File: src/rtl/ldr_region_decoder.sv
// ldr_region_decoder
//   Registered load-path decoder between the LDR stage and memory-mapped load
//   targets. Each accepted load address is matched against N_REG inclusive
//   windows (lowest index wins on overlap). The request goes out to the
//   matching target, the decoder waits for that target's acknowledge, and the
//   data comes back with a one-cycle ld_valid strobe. Unmapped addresses are
//   answered immediately with an error response.
//
//   Optional build macro: LDR_TIMEOUT_EN
//     When defined, a WAIT that lasts TIMEOUT cycles without an acknowledge
//     is abandoned and answered with an error response for that region.
//
//   Ports
//     clk, rst              clock (rising edge), synchronous active-high reset
//     ld_req, ld_addr       load request and byte address from the processor
//     ld_ready              decoder idle and able to accept a request
//     ld_valid              one-cycle response strobe
//     ld_data, ld_err       response data (0 on error) and error flag
//     ld_region             matched region index, all-ones when unmapped
//     tgt_sel, tgt_req      one-hot target select and request
//     tgt_addr              offset of the load address within its region
//     tgt_ack, tgt_rdata    per-target acknowledge and read data
//
//   state | meaning
//   IDLE  | ready for a new load
//   WAIT  | request outstanding to the selected target
//   RESP  | ld_valid strobe, response fields valid
module ldr_region_decoder #(
  parameter int                      ADDR_W    = 32,
  parameter int                      DATA_W    = 32,
  parameter int                      N_REG     = 2,
  parameter logic [N_REG*ADDR_W-1:0] REG_BASE  = {32'd1036, 32'd0},
  parameter logic [N_REG*ADDR_W-1:0] REG_LIMIT = {32'd1039, 32'd1023},
  parameter int                      TIMEOUT   = 16
) (
  input  logic                      clk,
  input  logic                      rst,
  input  logic                      ld_req,
  input  logic [ADDR_W-1:0]         ld_addr,
  output logic                      ld_ready,
  output logic                      ld_valid,
  output logic [DATA_W-1:0]         ld_data,
  output logic                      ld_err,
  output logic [$clog2(N_REG):0]    ld_region,
  output logic [N_REG-1:0]          tgt_sel,
  output logic                      tgt_req,
  output logic [ADDR_W-1:0]         tgt_addr,
  input  logic [N_REG-1:0]          tgt_ack,
  input  logic [N_REG*DATA_W-1:0]   tgt_rdata
);

  localparam int RW = $clog2(N_REG) + 1;

  if (N_REG < 1 || N_REG > 8 || TIMEOUT < 1 || TIMEOUT > 256) begin : g_param_chk
    $error("ldr_region_decoder: parameter out of range");
  end

  typedef enum logic [1:0] {S_IDLE, S_WAIT, S_RESP} state_t;

  state_t              r_state, w_state_nxt;
  logic [N_REG-1:0]    r_sel, w_sel_nxt;
  logic                r_req, w_req_nxt;
  logic [ADDR_W-1:0]   r_addr, w_addr_nxt;
  logic [DATA_W-1:0]   r_data, w_data_nxt;
  logic                r_err, w_err_nxt;
  logic [RW-1:0]       r_region, w_region_nxt;
  logic [RW-1:0]       r_idx, w_idx_nxt;

  logic                w_hit;
  logic [RW-1:0]       w_idx;
  logic [ADDR_W-1:0]   w_off;
  logic                w_ack;
  logic [DATA_W-1:0]   w_rdata;

`ifdef LDR_TIMEOUT_EN
  localparam logic [7:0] TO_LAST = 8'(TIMEOUT - 1);
  logic [7:0]          r_cnt, w_cnt_nxt;
`endif

  // Descending scan so the lowest matching index is the one left standing.
  always_comb begin
    w_hit = 1'b0;
    w_idx = '0;
    w_off = '0;
    for (int i = N_REG - 1; i >= 0; i--) begin
      if (ld_addr >= REG_BASE[i*ADDR_W +: ADDR_W] &&
          ld_addr <= REG_LIMIT[i*ADDR_W +: ADDR_W]) begin
        w_hit = 1'b1;
        w_idx = RW'(i);
        w_off = ld_addr - REG_BASE[i*ADDR_W +: ADDR_W];
      end
    end
  end

  // Only the selected target's ack and data count; r_sel is one-hot in WAIT.
  always_comb begin
    w_ack   = |(tgt_ack & r_sel);
    w_rdata = '0;
    for (int i = 0; i < N_REG; i++) begin
      if (r_sel[i]) w_rdata = tgt_rdata[i*DATA_W +: DATA_W];
    end
  end

  always_comb begin
    w_state_nxt  = r_state;
    w_sel_nxt    = r_sel;
    w_req_nxt    = r_req;
    w_addr_nxt   = r_addr;
    w_data_nxt   = r_data;
    w_err_nxt    = r_err;
    w_region_nxt = r_region;
    w_idx_nxt    = r_idx;
`ifdef LDR_TIMEOUT_EN
    w_cnt_nxt    = r_cnt;
`endif
    case (r_state)
      S_IDLE: begin
        if (ld_req) begin
          if (w_hit) begin
            w_state_nxt = S_WAIT;
            w_sel_nxt   = N_REG'(1) << w_idx;
            w_req_nxt   = 1'b1;
            w_addr_nxt  = w_off;
            w_idx_nxt   = w_idx;
`ifdef LDR_TIMEOUT_EN
            w_cnt_nxt   = '0;
`endif
          end else begin
            w_state_nxt  = S_RESP;
            w_err_nxt    = 1'b1;
            w_data_nxt   = '0;
            w_region_nxt = '1;
          end
        end
      end
      S_WAIT: begin
        if (w_ack) begin
          w_state_nxt  = S_RESP;
          w_data_nxt   = w_rdata;
          w_err_nxt    = 1'b0;
          w_region_nxt = r_idx;
          w_sel_nxt    = '0;
          w_req_nxt    = 1'b0;
        end
`ifdef LDR_TIMEOUT_EN
        else if (r_cnt == TO_LAST) begin
          w_state_nxt  = S_RESP;
          w_data_nxt   = '0;
          w_err_nxt    = 1'b1;
          w_region_nxt = r_idx;
          w_sel_nxt    = '0;
          w_req_nxt    = 1'b0;
        end else begin
          w_cnt_nxt = r_cnt + 8'd1;
        end
`endif
      end
      S_RESP: w_state_nxt = S_IDLE;
      default: w_state_nxt = S_IDLE;
    endcase
  end

  always_ff @(posedge clk) begin
    if (rst) begin
      r_state  <= S_IDLE;
      r_sel    <= '0;
      r_req    <= 1'b0;
      r_addr   <= '0;
      r_data   <= '0;
      r_err    <= 1'b0;
      r_region <= '1;
      r_idx    <= '0;
`ifdef LDR_TIMEOUT_EN
      r_cnt    <= '0;
`endif
    end else begin
      r_state  <= w_state_nxt;
      r_sel    <= w_sel_nxt;
      r_req    <= w_req_nxt;
      r_addr   <= w_addr_nxt;
      r_data   <= w_data_nxt;
      r_err    <= w_err_nxt;
      r_region <= w_region_nxt;
      r_idx    <= w_idx_nxt;
`ifdef LDR_TIMEOUT_EN
      r_cnt    <= w_cnt_nxt;
`endif
    end
  end

  assign ld_ready  = (r_state == S_IDLE);
  assign ld_valid  = (r_state == S_RESP);
  assign ld_data   = r_data;
  assign ld_err    = r_err;
  assign ld_region = r_region;
  assign tgt_sel   = r_sel;
  assign tgt_req   = r_req;
  assign tgt_addr  = r_addr;

endmodule

File: config.mk
export PLATFORM = sky130hd
export DESIGN_NAME = ldr_region_decoder
export DESIGN_NICKNAME = d
export VERILOG_FILES = /design/src/rtl/ldr_region_decoder.sv
export SDC_FILE = /design/constraint.sdc
export NUM_CORES = 1
export LEC_CHECK = 0
export CAP_MARGIN = 20
export CORE_MARGIN = 8
export CORE_UTILIZATION = 30
export CTS_BUF_LIST = sky130_fd_sc_hd__clkbuf_8
export CTS_CLUSTER_DIAMETER = 40
export DETAILED_ROUTE_END_ITERATION = 6
export SYNTH_ARGS = -nofsm -noshare
export SYNTH_HDL_FRONTEND = slang
export SYNTH_SLANG_ARGS = --single-unit
File: constraint.sdc
create_clock -name clk -period 5.1 [get_ports clk]
set_input_delay 0.51 -clock clk [delete_from_list [all_inputs] [get_ports clk]]
set_output_delay 0.51 -clock clk [all_outputs]
set_load 0.03 [all_outputs]
==> results of run 1 <==
==> power groups by stage <==
stage | Clock [mW] | Sequential, mW | Combinational [mW]
floorplan | 0 | 0.587 | 0.0457
global placement | 0 | 0.586 | 0.141
detailed placement | 0 | 0.586 | 0.145
CTS | 0.492 | 0.572 | 0.145
global route | 0.518 | 0.573 | 0.155
finish | 0.482 | 0.573 | 0.144
==> cell families after synthesis <==
family | Yosys count | synth area share
XOR/XNOR | 5 | 0.0125
flip-flops | 73 | 0.417
AND/OR/NAND/NOR | 119 | 0.182
AO/OA/AOI/OAI | 184 | 0.322
adder cells (fa/ha/maj) | 2 | 0.00713
buffers and inverters | 43 | 0.0603
==> cells in the final DEF (no fill, tap or decap), types with 2 or more instances in the layout <==
cell type        instances
nor4_2                   2
nand3_1                 34
a211oi_1                 8
nand4b_1                 3
nand2b_1                 2
nand3_2                  2
clkdlybuf4s50_1        171
clkinvlp_4               2
or3_1                    2
inv_1                    2
and2_1                   2
clkbuf_8                12
dfxtp_1                 73
o21a_1                  14
o21ai_1                 10
a22oi_1                 33
nand2_1                  9
nor2b_1                  8
a21oi_1                 90
o21ai_0                 14
buf_4                    6
o211ai_1                 3
ha_1                     2
nor3_1                   5
xor2_1                   5
nand4_1                  2
nor2_1                  40
nor4_1                   2
==> per-stage QoR <==
stage | cells | util | hold slack (ns) | total power [mW] | cell area (um2)
final | 724 | 0.480 | 0.466 | 1.20 | 5480
after global routing | 724 | 0.480 | 0.493 | 1.25 | 5480
after CTS | 724 | 0.480 | 0.471 | 1.21 | 5480
after detailed placement | 708 | 0.461 | 0.453 | 0.730 | 5270
after global placement | 707 | 0.460 | 0.449 | 0.727 | 5250
after floorplan | 426 | - | 0.453 | 0.633 | 3510
==> area by class of cell <==
cell class	count	area, um2	share of cell area
Timing Repair Buffer	179	1780	0.324
Tap cell	143	179	0.0326
Multi-Input combinational cell	310	1840	0.335
Clock inverter	4	50.0	0.00913
Sequential cell	73	1460	0.267
Inverter	3	11.3	0.00205
Clock buffer	12	165	0.0301
==> sequential cells by signal, indices dropped and copies added, names as in the netlist <==
name,cells
r_idx,1
tgt_sel,2
ld_data,32
tgt_addr,32
r_state,2
ld_region,2
ld_err,1
tgt_req,1
==> final timing paths <==
kind | startpoint | endpoint | cells after the start
max reg2reg | tgt_sel[0] | ld_err | 5
min reg2reg | tgt_addr[21] | tgt_addr[21] | 1
min | tgt_addr[21] | tgt_addr[21] | 1
max | ld_addr[18] | tgt_addr[14] | 6
==> per-layer routing <==
metal  global-route usage  wire length [um]  vias to the layer above
met5                    0                 0                        -
met4               0.0520               174                        0
met3               0.0503               952                       16
met2                0.250              5810                      109
met1                0.174              5050                     1748
li1                     -                 -                     1862
==> run metrics, run 1 <==
Layout Nets=679; initial antenna violation count=0; hold-fix buffers at CTS=0; warnings from Yosys=0; Worst-Margin Slew=1.07 ns; # diodes=0; Post-synth top flop=dfxtp_1; Bufs on Longest Clock Path=2; Vias/cell=5.16; Filler cells=1151; crit path max fanout=18; Ports=173; H-tree depth=3; Synth Instances=426; port bufs=172; relative slew slack=0.282; Pins Over Slew Limit=0; most frequent cell after synthesis=a21oi_1; r2r setup slk=3.12 ns; setup_tns=0 ns; vias in the first global route=3673; status=finished clean; critical path class=in -> reg; critical path endpoint category=register; DRT iter0 DRCs=153; initial core utilization=0.307; Synth cell types=46; DRC viols=0; Setup Viol. Count Final=0; Tmin final=2.98 ns; cell family with most CP delay=simple AND/OR/NAND/NOR gates; Post-Place Worst Slack=1.72 ns; final hold viol count=0; CTS clock-pin slew for the worst setup and hold paths=0.08 ns; CP max stage cell=a211oi_4; switching share of power=0.231; Final ANT Viol Nets=0; PwrDens=219 nW/um2; Mapped Avg Cell Area=8.24 um2; TritonCTS clock tree=yes; Internal=0.921 mW; postcts setup bufs=0; Sw Pwr=0.277 mW; Post-Route WL=12.0 mm; Layout area overhead=56.2%; Net Count, Synth=529; Post-Syn Area=3510 um2; dominant cell type by area after synthesis=dfxtp_1; share of cells above drive strength 1=0.0620; commonest cells in the netlist=a21oi_1, dfxtp_1, nor2_1; clock power share=0.402; LEAKAGE=1.72 nW; Yosys reg bits=73; CP Launch Type=input port; Vias=3735; clk root buf=clkbuf_8; critical-path cell list=clkdlybuf4s50_1 -> nor4_1 -> nand4b_1 -> a211oi_4 -> nand3_2 -> a21oi_1; Hold Crit Class=reg -> reg; Synth async-reset ratio=0; first-pass GRT wire length=18.4 mm; worst skew pair latency=0.34 ns; Die Y=124 um; area of the core=11400 um2; total die area=15400 um2; largest net degree at the start of global routing=62; Max Clk Rate=335 MHz; Buf+Inv Stages, Crit Path=1; worst path arrival time=3.25 ns; Overall Global Routing Usage=0.149; most area-consuming cells after synthesis=dfxtp_1, a21oi_1, a22oi_1, nand3_1, nor2_1; Clock Skew=0.00921 ns; RD Place Congestion=0.809; Detail Placement HPWL=9.00 mm; unrepaired setup endpoints after global routing=no; Max-Cap Viols=0; period utilisation layout=0.585; grt ovf=0; top cell type's share of synthesized area=0.417; Data required, critical path=5.37 ns; post-synthesis sequential area ratio=0.417; Sink Count=73; post_cts resized=0; first drt pass iteration count=4; largest incremental delay on the critical path=0.86 ns; number of synthesized flops with an enable pin=0; Comb pwr share=0.120; peak supply drop=0.129 mV; drt wl/cell=16.6 um; number of buffers created by CTS=9; worst setup margin=2.12 ns; Seq pwr share=0.478; Die Wd=124 um; Cell Rows=39
No activity file was read; power rests on OpenSTA's default activity.
==> run 2: changes to the inputs <==
Clock period 5.1 ns to 2.8 ns, I/O delays scaled along.
==> run 2 against run 1 <==
Compared with the run above: total power is 69% higher; highest routed layer unchanged; largest cell class unchanged; flip-flop and latch count unchanged; non-clock buffer count up 7; clock-buffer cell count fell by 3; global-route usage rose by 0.16 points; sequential power is 82% higher.
==> run metrics, run 2 (synthesized netlist as in run 1, its figures left out) <==
status=finished clean; final hold viol count=0 (unchanged); FF+latch area=1460 um2 (unchanged); initial antenna violation count=0 (unchanged); Ports=173 (unchanged); DRT iter0 DRCs=177 (+16%); Hold Crit Class=in -> reg; H-tree depth=3 (unchanged); vias in the first global route=3693 (+0.54%); Comb pwr share=0.130 (+0.010); Internal=1.52 mW (+64%); worst setup margin=0.524 ns (-1.59 ns); Tmin final=2.28 ns; drt wl/cell=16.4 um (-0.92%); PwrDens=368 nW/um2 (+68%); LEAKAGE=1.74 nW (+0.78%); switching share of power=0.251 (+0.0197); Layout area overhead=56.6%; Final ANT Viol Nets=0 (unchanged); share of cells above drive strength 1=0.0714 (+0.00947); unrepaired setup endpoints after global routing=no; Max-Cap Viols=0 (unchanged); CP Launch Type=input port; relative slew slack=0.652 (+0.369); RD Place Congestion=0.813 (+0.47%); Filler cells=1162 (+0.96%); Buf+Inv Stages, Crit Path=2 (+1); number of buffers created by CTS=9 (unchanged); Post-Layout Cell Count=731 (+0.97%); peak supply drop=0.177 mV (+38%); Area after DPL=5320 um2 (+1.1%); commonest non-fill, non-tap cell in the layout=clkdlybuf4s50_1; Clock Skew=0.00855 ns (-0.000657 ns); first drt pass iteration count=4 (unchanged); Inst Count DP=715 (+0.99%); critical path endpoint category=register; largest incremental delay on the critical path=0.57 ns (-0.29 ns); largest net degree at the start of global routing=38 (-39%); total die area=15400 um2 (unchanged); crit path max fanout=37 (+19); Die Y=124 um (unchanged); Power Total=2.02 mW (+69%); area of the core=11400 um2 (unchanged); Seq pwr share=0.515 (+0.037); postcts setup bufs=0 (unchanged); Layout Nets=686 (+1.0%); Setup Viol. Count Final=0 (unchanged); Die Wd=124 um (unchanged); # diodes=0 (unchanged); grt ovf=0 (unchanged); Sw Pwr=0.508 mW (+83%); TritonCTS clock tree=yes; area of the multi-input gates=1840 um2 (unchanged); Detail Placement HPWL=9.24 mm (+2.6%); Max Clk Rate=439 MHz; first-pass GRT wire length=18.7 mm (+2.0%); cell family with most CP delay=buffers and inverters; Sink Count=73 (unchanged); CP max stage cell=clkdlybuf4s50_1; initial core utilization=0.307 (unchanged); clock power share=0.355 (-0.047); post_cts resized=0 (unchanged); Data required, critical path=3.06 ns (-2.31 ns); critical path class=in -> reg; post-route cell area=5490 um2 (+0.23%); period utilisation layout=0.813; hold-fix buffers at CTS=0 (unchanged); Bufs on Longest Clock Path=2 (unchanged); commonest non-fill, non-tap cells in the layout=clkdlybuf4s50_1, a21oi_1, dfxtp_1; setup_tns=0 ns (unchanged); Post-Route WL=12.0 mm (about the same); worst path arrival time=2.54 ns (-0.71 ns); worst skew pair latency=0.33 ns (about the same); Worst-Margin Slew=0.520 ns (-0.551 ns); Vias=3746 (+0.29%); DRC viols=0 (unchanged); Vias/cell=5.12 (-0.67%); critical-path cell list=clkdlybuf4s50_1 -> ha_1 -> nor2b_1 -> o211ai_2 -> a211oi_4 -> buf_12 -> nand3_2 -> a21oi_1; Pins Over Slew Limit=0 (unchanged); Cell Rows=39 (unchanged); Overall Global Routing Usage=0.151 (+0.00165); clk root buf=clkbuf_8; Post-Place Worst Slack=0.175 ns (-1.55 ns); port bufs=172 (unchanged); CTS clock-pin slew for the worst setup and hold paths=0.08 ns (about the same)
run 2: changes by cell type in the layout (fill, tap and decap cells not counted), sizes merged:
cell    change
bufinv      -1
clkbuf      -3
inv         +2
buf         +7
clkinv      +2
run 2: worst reg2reg max path, stage by stage (launching register included):
cell and delay (ns):
dfxtp_1 0.34, buf_4 0.25, a22oi_1 0.20, nand2b_1 0.20, buf_4 0.22, nand2b_1 0.18
and2_1 0.15, a221o_1 0.28
run 2: final cells by class:
cell class / count / area share
well taps: 143 / 0.0326
multi-input cells: 310 / 0.335
clock inverters: 7 / 0.00843
inverters: 3 / 0.00205
clock buffers: 9 / 0.0225
flip-flops and latches: 73 / 0.266
repair buffers: 186 / 0.334
run 2: worst paths after layout:
kind / start / to / slack (ns) / cells past startpoint
hold reg to reg: tgt_addr[25] / tgt_addr[25] / 0.47 / 1
setup reg to reg: tgt_sel[1] / ld_region[0] / 0.87 / 7
hold / removal: rst / r_state[1] / 0.41 / 2
setup / recovery: ld_addr[2] / tgt_addr[30] / 0.52 / 8
run 2: through the flow:
stage / hold WS (ns) / utilization
5_1_grt: 0.428 / 0.481
4_1_cts: 0.396 / 0.481
3_3_place_gp: 0.448 / 0.466
6_report: 0.413 / 0.481
3_5_place_dp: 0.453 / 0.466
2_1_floorplan: 0.428 / -
run 2: power groups by stage:
stage	Sequential [mW]	Clock, mW	Combinational (mW)
after floorplan	1.07	0	0.0832
after global placement	1.07	0	0.261
after detailed placement	1.07	0	0.263
after CTS	1.04	0.744	0.264
after global routing	1.04	0.794	0.283
final	1.04	0.718	0.263
run 2: metal layers:
layer,wire [um],global-route usage,up-vias
li1,-,-,1875
met1,5050,0.179,1747
met2,5820,0.255,113
met3,1000,0.0458,11
met4,127,0.0468,0
met5,0,0,-
